===== src/rtl/uart_pkg.sv =====
`default_nettype none
// ============================================================================
// uart_pkg : shared types, parity-mode constants and sizing helper for uart_rx_framed
// Revision : 1.0
// ============================================================================
package uart_pkg;

  typedef enum logic [2:0] {
    ST_IDLE   = 3'd0,
    ST_START  = 3'd1,
    ST_DATA   = 3'd2,
    ST_PARITY = 3'd3,
    ST_STOP   = 3'd4,
    ST_DONE   = 3'd5
  } state_e;

  localparam int PARITY_NONE = 0;
  localparam int PARITY_ODD  = 1;
  localparam int PARITY_EVEN = 2;

  // Never returns less than 1 so a counter always has at least one bit.
  function automatic int clog2(input int value);
    int width = 1;
    while ((1 << width) < value) width++;
    return width;
  endfunction

endpackage
`default_nettype wire


===== src/rtl/uart_rx_framed_sync_2ff.sv =====
`default_nettype none
// ============================================================================
// sync_2ff : single-bit two-flop synchroniser with configurable reset value
// Revision : 1.0
// ============================================================================
module sync_2ff #(
  parameter logic RESET_VAL = 1'b1
) (
  input  logic i_Clk,
  input  logic i_Reset,
  input  logic i_D,
  output logic o_Q
);

  logic meta_q;
  logic sync_q;

  always_ff @(posedge i_Clk or posedge i_Reset) begin
    if (i_Reset) begin
      meta_q <= RESET_VAL;
      sync_q <= RESET_VAL;
    end else begin
      meta_q <= i_D;
      sync_q <= meta_q;
    end
  end

  assign o_Q = sync_q;

endmodule
`default_nettype wire


===== src/rtl/uart_rx_framed.sv =====
`default_nettype none
// ============================================================================
// uart_rx_framed : parametrised UART receiver with valid/ack holding register
// Revision       : 1.0
// ============================================================================
module uart_rx_framed
  import uart_pkg::*;
#(
  parameter int CLKS_PER_BIT = 217,
  parameter int DATA_BITS    = 8,
  parameter int PARITY       = 0,
  parameter int STOP_BITS    = 1
) (
  input  logic                 i_Clk,
  input  logic                 i_Reset,
  input  logic                 i_RX_Serial,
  input  logic                 i_RX_Ack,
  output logic                 o_RX_DV,
  output logic [DATA_BITS-1:0] o_RX_Byte,
  output logic                 o_RX_Valid,
  output logic                 o_Parity_Err,
  output logic                 o_Frame_Err,
  output logic                 o_Overrun,
  output logic                 o_Busy
);

  localparam int CNT_W = clog2(CLKS_PER_BIT);
  localparam int IDX_W = clog2(DATA_BITS);
  localparam logic [CNT_W-1:0] HALF_M1   = CNT_W'(CLKS_PER_BIT / 2 - 1);
  localparam logic [CNT_W-1:0] FULL_M1   = CNT_W'(CLKS_PER_BIT - 1);
  localparam logic [IDX_W-1:0] LAST_BIT  = IDX_W'(DATA_BITS - 1);
  localparam logic             LAST_STOP = (STOP_BITS == 2);

  logic rx_s;

  state_e                 state_q,      state_d;
  logic [CNT_W-1:0]       clk_cnt_q,    clk_cnt_d;
  logic [IDX_W-1:0]       bit_idx_q,    bit_idx_d;
  logic                   stop_idx_q,   stop_idx_d;
  logic [DATA_BITS-1:0]   shift_q,      shift_d;
  logic                   par_bad_q,    par_bad_d;
  logic                   stop_bad_q,   stop_bad_d;
  logic                   rx_prev_q,    rx_prev_d;
  logic [DATA_BITS-1:0]   rx_byte_q,    rx_byte_d;
  logic                   rx_valid_q,   rx_valid_d;
  logic                   rx_dv_q,      rx_dv_d;
  logic                   parity_err_q, parity_err_d;
  logic                   frame_err_q,  frame_err_d;
  logic                   overrun_q,    overrun_d;

  sync_2ff #(
    .RESET_VAL(1'b1)
  ) u_sync (
    .i_Clk  (i_Clk),
    .i_Reset(i_Reset),
    .i_D    (i_RX_Serial),
    .o_Q    (rx_s)
  );

  always_ff @(posedge i_Clk or posedge i_Reset) begin
    if (i_Reset) begin
      state_q      <= ST_IDLE;
      clk_cnt_q    <= '0;
      bit_idx_q    <= '0;
      stop_idx_q   <= 1'b0;
      shift_q      <= '0;
      par_bad_q    <= 1'b0;
      stop_bad_q   <= 1'b0;
      rx_prev_q    <= 1'b1;
      rx_byte_q    <= '0;
      rx_valid_q   <= 1'b0;
      rx_dv_q      <= 1'b0;
      parity_err_q <= 1'b0;
      frame_err_q  <= 1'b0;
      overrun_q    <= 1'b0;
    end else begin
      state_q      <= state_d;
      clk_cnt_q    <= clk_cnt_d;
      bit_idx_q    <= bit_idx_d;
      stop_idx_q   <= stop_idx_d;
      shift_q      <= shift_d;
      par_bad_q    <= par_bad_d;
      stop_bad_q   <= stop_bad_d;
      rx_prev_q    <= rx_prev_d;
      rx_byte_q    <= rx_byte_d;
      rx_valid_q   <= rx_valid_d;
      rx_dv_q      <= rx_dv_d;
      parity_err_q <= parity_err_d;
      frame_err_q  <= frame_err_d;
      overrun_q    <= overrun_d;
    end
  end

  always_comb begin
    state_d      = state_q;
    clk_cnt_d    = clk_cnt_q;
    bit_idx_d    = bit_idx_q;
    stop_idx_d   = stop_idx_q;
    shift_d      = shift_q;
    par_bad_d    = par_bad_q;
    stop_bad_d   = stop_bad_q;
    rx_prev_d    = rx_s;
    rx_byte_d    = rx_byte_q;
    rx_valid_d   = rx_valid_q & ~i_RX_Ack;
    rx_dv_d      = 1'b0;
    parity_err_d = parity_err_q;
    frame_err_d  = frame_err_q;
    overrun_d    = overrun_q;

    case (state_q)
      // Edge-qualified so a held-low (break) line cannot retrigger a frame.
      ST_IDLE: begin
        if (rx_prev_q && !rx_s) begin
          state_d   = ST_START;
          clk_cnt_d = '0;
        end
      end

      ST_START: begin
        if (clk_cnt_q == HALF_M1) begin
          clk_cnt_d = '0;
          if (rx_s) begin
            state_d = ST_IDLE;
          end else begin
            state_d    = ST_DATA;
            bit_idx_d  = '0;
            par_bad_d  = 1'b0;
            stop_bad_d = 1'b0;
          end
        end else begin
          clk_cnt_d = clk_cnt_q + CNT_W'(1);
        end
      end

      ST_DATA: begin
        if (clk_cnt_q == FULL_M1) begin
          clk_cnt_d          = '0;
          shift_d[bit_idx_q] = rx_s;
          if (bit_idx_q == LAST_BIT) begin
            stop_idx_d = 1'b0;
            state_d    = (PARITY != PARITY_NONE) ? ST_PARITY : ST_STOP;
          end else begin
            bit_idx_d = bit_idx_q + IDX_W'(1);
          end
        end else begin
          clk_cnt_d = clk_cnt_q + CNT_W'(1);
        end
      end

      ST_PARITY: begin
        if (clk_cnt_q == FULL_M1) begin
          clk_cnt_d = '0;
          state_d   = ST_STOP;
          if (PARITY == PARITY_ODD) begin
            par_bad_d = ~(^shift_q ^ rx_s);
          end else if (PARITY == PARITY_EVEN) begin
            par_bad_d = ^shift_q ^ rx_s;
          end
        end else begin
          clk_cnt_d = clk_cnt_q + CNT_W'(1);
        end
      end

      // Leaving at the mid-sample lets a back-to-back start edge be seen.
      ST_STOP: begin
        if (clk_cnt_q == FULL_M1) begin
          clk_cnt_d = '0;
          if (!rx_s) begin
            stop_bad_d = 1'b1;
          end
          if (stop_idx_q == LAST_STOP) begin
            state_d = ST_DONE;
          end else begin
            stop_idx_d = 1'b1;
          end
        end else begin
          clk_cnt_d = clk_cnt_q + CNT_W'(1);
        end
      end

      ST_DONE: begin
        rx_byte_d    = shift_q;
        parity_err_d = par_bad_q;
        frame_err_d  = stop_bad_q;
        rx_dv_d      = 1'b1;
        rx_valid_d   = 1'b1;
        overrun_d    = overrun_q | (rx_valid_q & ~i_RX_Ack);
        state_d      = ST_IDLE;
      end

      default: begin
        state_d = ST_IDLE;
      end
    endcase
  end

  assign o_RX_DV      = rx_dv_q;
  assign o_RX_Byte    = rx_byte_q;
  assign o_RX_Valid   = rx_valid_q;
  assign o_Parity_Err = parity_err_q;
  assign o_Frame_Err  = frame_err_q;
  assign o_Overrun    = overrun_q;
  assign o_Busy       = (state_q != ST_IDLE);

endmodule
`default_nettype wire


===== config.mk =====
export PLATFORM = sky130hd
export DESIGN_NAME = uart_rx_framed
export DESIGN_NICKNAME = d
export VERILOG_FILES = /design/src/rtl/uart_pkg.sv /design/src/rtl/uart_rx_framed_sync_2ff.sv /design/src/rtl/uart_rx_framed.sv
export SDC_FILE = /design/constraint.sdc
export NUM_CORES = 1
export LEC_CHECK = 0
export BUFFER_PORTS_ARGS = -buffer_cell sky130_fd_sc_hd__buf_2
export CORE_ASPECT_RATIO = 0.9
export CORE_MARGIN = 2
export CORE_UTILIZATION = 50
export CTS_CLUSTER_SIZE = 40
export DETAILED_ROUTE_END_ITERATION = 7
export PLACE_DENSITY_LB_ADDON = 0.3
export SLEW_MARGIN = 40
export SYNTH_ARGS = -nofsm -noshare
export SYNTH_HDL_FRONTEND = slang
export SYNTH_SLANG_ARGS = --single-unit

===== constraint.sdc =====
create_clock -name i_Clk -period 2.51 [get_ports i_Clk]
set_input_delay 0.1255 -clock i_Clk [delete_from_list [all_inputs] [get_ports i_Clk]]
set_output_delay 0.1255 -clock i_Clk [all_outputs]
set_load 0.1 [all_outputs]

==> key figures <==
Global route
  • Antenna violations before repair: 0
  • Number of global-route vias before repair: around 1300
  • Overall routing resource usage: between 10% and 20%
  • Largest net degree at the start of global routing: 21
  • First-pass GRT wire length: between 5000 and 6000 microns
  • Grt ovf: 0

Worst setup path
  • CP required: between 2 and 3 ns
  • Worst-path cell chain: inv_1 > ha_1 > nand2_1 > nor3_4 > nand3_1 > nor3_1 > mux2_2
  • Crit Path Category: register to register
  • CP max-delay cell: dfrtp_1
  • Critical Path Start Type: register
  • CP max FO: 7
  • Cell family with most CP delay: simple AND/OR/NAND/NOR gates
  • CP peak stage delay: between 0.4 and 0.5 ns
  • Critical Path AT: 2.11 ns
  • Bufs and invs on worst path: 1
  • Worst Setup End Kind: register

Yosys
  • Post-synthesis register bit count: 38
  • Largest family of logic cells by synthesized area: simple AND/OR/NAND/NOR gates
  • Post-synthesis compound-gate area fraction: approximately a tenth
  • Post-synth top area share: 47.81%
  • Seq/Total Area, Yosys: a little over half
  • Commonest register cell after synthesis: dfrtp_1
  • Mapped cell area: about 1800 sq um
  • Syn_area_per_cell: roughly 11 sq um
  • Post-synth ARST share: 100.0%
  • Synth Area in XOR/XNOR: 0%
  • Synth cell types: between 40 and 50
  • Mux cell area share after synthesis: just over 10%
  • Post-Synth Adder-Cell Area: approximately 3.4%
  • Syn nets: 178
  • Number of synthesized flops with an enable pin: 0
  • Yosys warns: 0
  • Post-synth top area cell: dfrtp_1
  • Post-Syn Instances: approximately 170
  • Post-Synth Simple-Gate Area: around 22%
  • Synth area leaders: dfrtp_1, nand2_1, mux2_4

Power
  • Sw frac: just under 40%
  • Reg power frac: 38.8%
  • Clock Power Share: approximately a quarter
  • Pwr dens: 930.6 nW/um^2
  • Switching pwr: 0.7613 mW
  • Leak: 1.062 nW
  • Max VDD drop: 0.5995 mV
  • Comb power frac: approximately a third
  • Internal power: 1.187 mW

Placed design
  • RePlAce Congestion: around 0.84
  • DP Wirelength: 2395 microns
  • # port buffers: 16

Cells and area
  • Area grow syn2layout: 14.28%
  • NumNets Final: between 200 and 250
  • Layout cells sized above 1: 25.39%
  • Filler Cell Count: 277
  • Ant. Diodes: 0

Timing
  • RSZ-0062 raised after global routing: false
  • Final setup viols: 0
  • Worst hold slack: between 0.1 and 0.15 ns
  • Setup TNS: 0 ns
  • Clock Skews: 0.009041 ns
  • Slew Limit Fails: 0
  • Slew Limit Headroom: a little over half
  • Final Critical Period: between 1.5 and 2 ns
  • Final worst path period share: between 70% and 80%
  • Slew @ Worst Pin: a little under 0.7 ns
  • Max Fclk: around 520 MHz
  • Hold Violations, Final: 0

Run
  • Maxcap violations: 0

Clock network
  • Num CTS Buffers: 5
  • Clock buffer depth: 2
  • Hold_buf cts: 2
  • Resized cells post-CTS: 0
  • H-tree Lvls: 2
  • Clock transition at the registers of the reported paths: approximately 0.080 ns
  • Clock root buffer: clkbuf_8
  • Setup Buffers After CTS: 0
  • Worst-Skew Late Latency: roughly 0.30 ns
  • CTS tree: done
  • CTS sink count: 38

Detailed routing
  • Routed via count: 1293
  • Drt total wl: 3367 microns
  • Drt first-iter violations: between 80 and 90
  • Wire per inst: around 14 microns
  • First-pass DRT Iterations: 4
  • Drt drc: 0
  • Routed Antenna Nets: 0
  • Vias per inst: 5.456

Floorplanning
  • Die Span X: about 68 microns
  • Initial Util: a little over half
  • Placement Rows: 20
  • Core footprint: roughly 3500 sq um
  • Die ar.: around 4200 sq um
  • Die Height: just over 60 microns
  • Top Ports: 18

Min path
  • HP Class: input port to register

Outcome
  • Status: finished clean
==> placed cells by master, fill, tap and decap left out, types with 3 or more instances in the layout <==
cell	instances
nand3_1	11
nor3_1	5
dfrtp_1	35
mux2_2	5
o21ai_0	6
nor2_1	5
nand2_1	38
buf_2	16
mux2_4	6
ha_1	5
inv_1	5
clkbuf_8	5
o21ai_1	3
mux2i_1	4
a21oi_1	4
dfstp_2	3
==> layout make-up <==
class | count | area [sq um] | area share (%)
Tap cell | 44 | 55.05 | 2.630
Clock inverter | 3 | 45.04 | 2.152
Sequential cell | 38 | 954.7 | 45.61
Timing Repair Buffer | 19 | 107.6 | 5.140
Inverter | 6 | 22.52 | 1.076
Multi-Input combinational cell | 122 | 839.6 | 40.11
Clock buffer | 5 | 68.82 | 3.288
==> registers in the layout, summed over array words and instances, names as in the netlist <==
name and flops:
clk_cnt_q 8, o_RX_Byte 8, shift_q 8, bit_idx_q 3
state_q 3, o_Frame_Err 1, o_Overrun 1, o_RX_DV 1
o_RX_Valid 1, rx_prev_q 1, stop_bad_q 1, u_sync.meta_q 1
u_sync.o_Q 1
==> power by group through the flow <==
stage	clock, mW	combinational, mW	sequential, mW
3_3_place_gp	0	0.651	0.760
3_5_place_dp	0	0.668	0.765
4_1_cts	0.531	0.674	0.754
6_report	0.517	0.675	0.756
2_1_floorplan	0	0.459	0.848
5_1_grt	0.563	0.736	0.768
==> synthesized netlist by cell type (2+ instances only) <==
| library cell | count |
|---|---|
| nand2_1 | 38 |
| dfrtp_1 | 35 |
| nand3_1 | 11 |
| mux2_4 | 6 |
| o21ai_0 | 6 |
| ha_1 | 5 |
| inv_1 | 5 |
| mux2_2 | 5 |
| nor2_1 | 5 |
| nor3_1 | 5 |
| a21oi_1 | 4 |
| mux2i_1 | 4 |
| dfstp_2 | 3 |
| o21ai_1 | 3 |
| a22o_1 | 2 |
| and2b_1 | 2 |
| clkbuf_1 | 2 |
| nand3b_1 | 2 |
| nor2b_1 | 2 |
| nor3b_2 | 2 |
| or3_1 | 2 |
==> routing by layer <==
layer	track usage (%)	share of wire, %
met1	24.73	50
met2	30.11	44
met3	6.033	4.5
met4	6.857	0.86
met5	0	0
==> worst min-delay path, cell delays in order <==
cell      delay [ns]
buf_2           0.08
nand2b_1        0.11
nand2_1         0.06
==> cell families (layout without fill, tap and decap cells) <==
group	Yosys count	count (layout)
AND/OR/NAND/NOR	78	78
flip-flops	38	38
AO/OA/AOI/OAI	23	23
multiplexers	15	15
buffers and inverters	9	33
adder cells (fa/ha/maj)	5	5
other	1	1
==> path summary, 6_finish.rpt <==
check                                    startpoint                  endpoint  slack (ns)  depth (start not counted)
max in group asynchronous                   i_Reset    shift_q[3]$_DFFE_PP0P_        1.31                          4
hold reg to reg             u_sync.meta_q$_DFF_PP1_      u_sync.o_Q$_DFF_PP1_        0.36                          0
setup / recovery           clk_cnt_q[0]$_DFFE_PP0P_    shift_q[7]$_DFFE_PP0P_        0.58                          7
hold / removal                             i_RX_Ack      o_RX_Valid$_DFF_PP0_        0.11                          3
min in group asynchronous                   i_Reset  clk_cnt_q[4]$_DFFE_PP0P_        0.47                          3
setup reg to reg           clk_cnt_q[0]$_DFFE_PP0P_    shift_q[7]$_DFFE_PP0P_        0.58                          7
==> per-stage QoR <==
step | instance area, sq um | worst slack (ns) | power (mW) | util [%] | std cells
floorplan | 1832 | 0.4246 | 1.306 | - | 169
global placement | 1959 | 0.6348 | 1.411 | 56.74 | 227
detailed placement | 1959 | 0.5945 | 1.433 | 56.74 | 227
CTS | 2093 | 0.5739 | 1.959 | 60.62 | 237
global route | 2093 | 0.4097 | 2.067 | 60.62 | 237
finish | 2093 | 0.5846 | 1.948 | 60.62 | 237
Note: power is estimated with default switching activity, not from simulation.
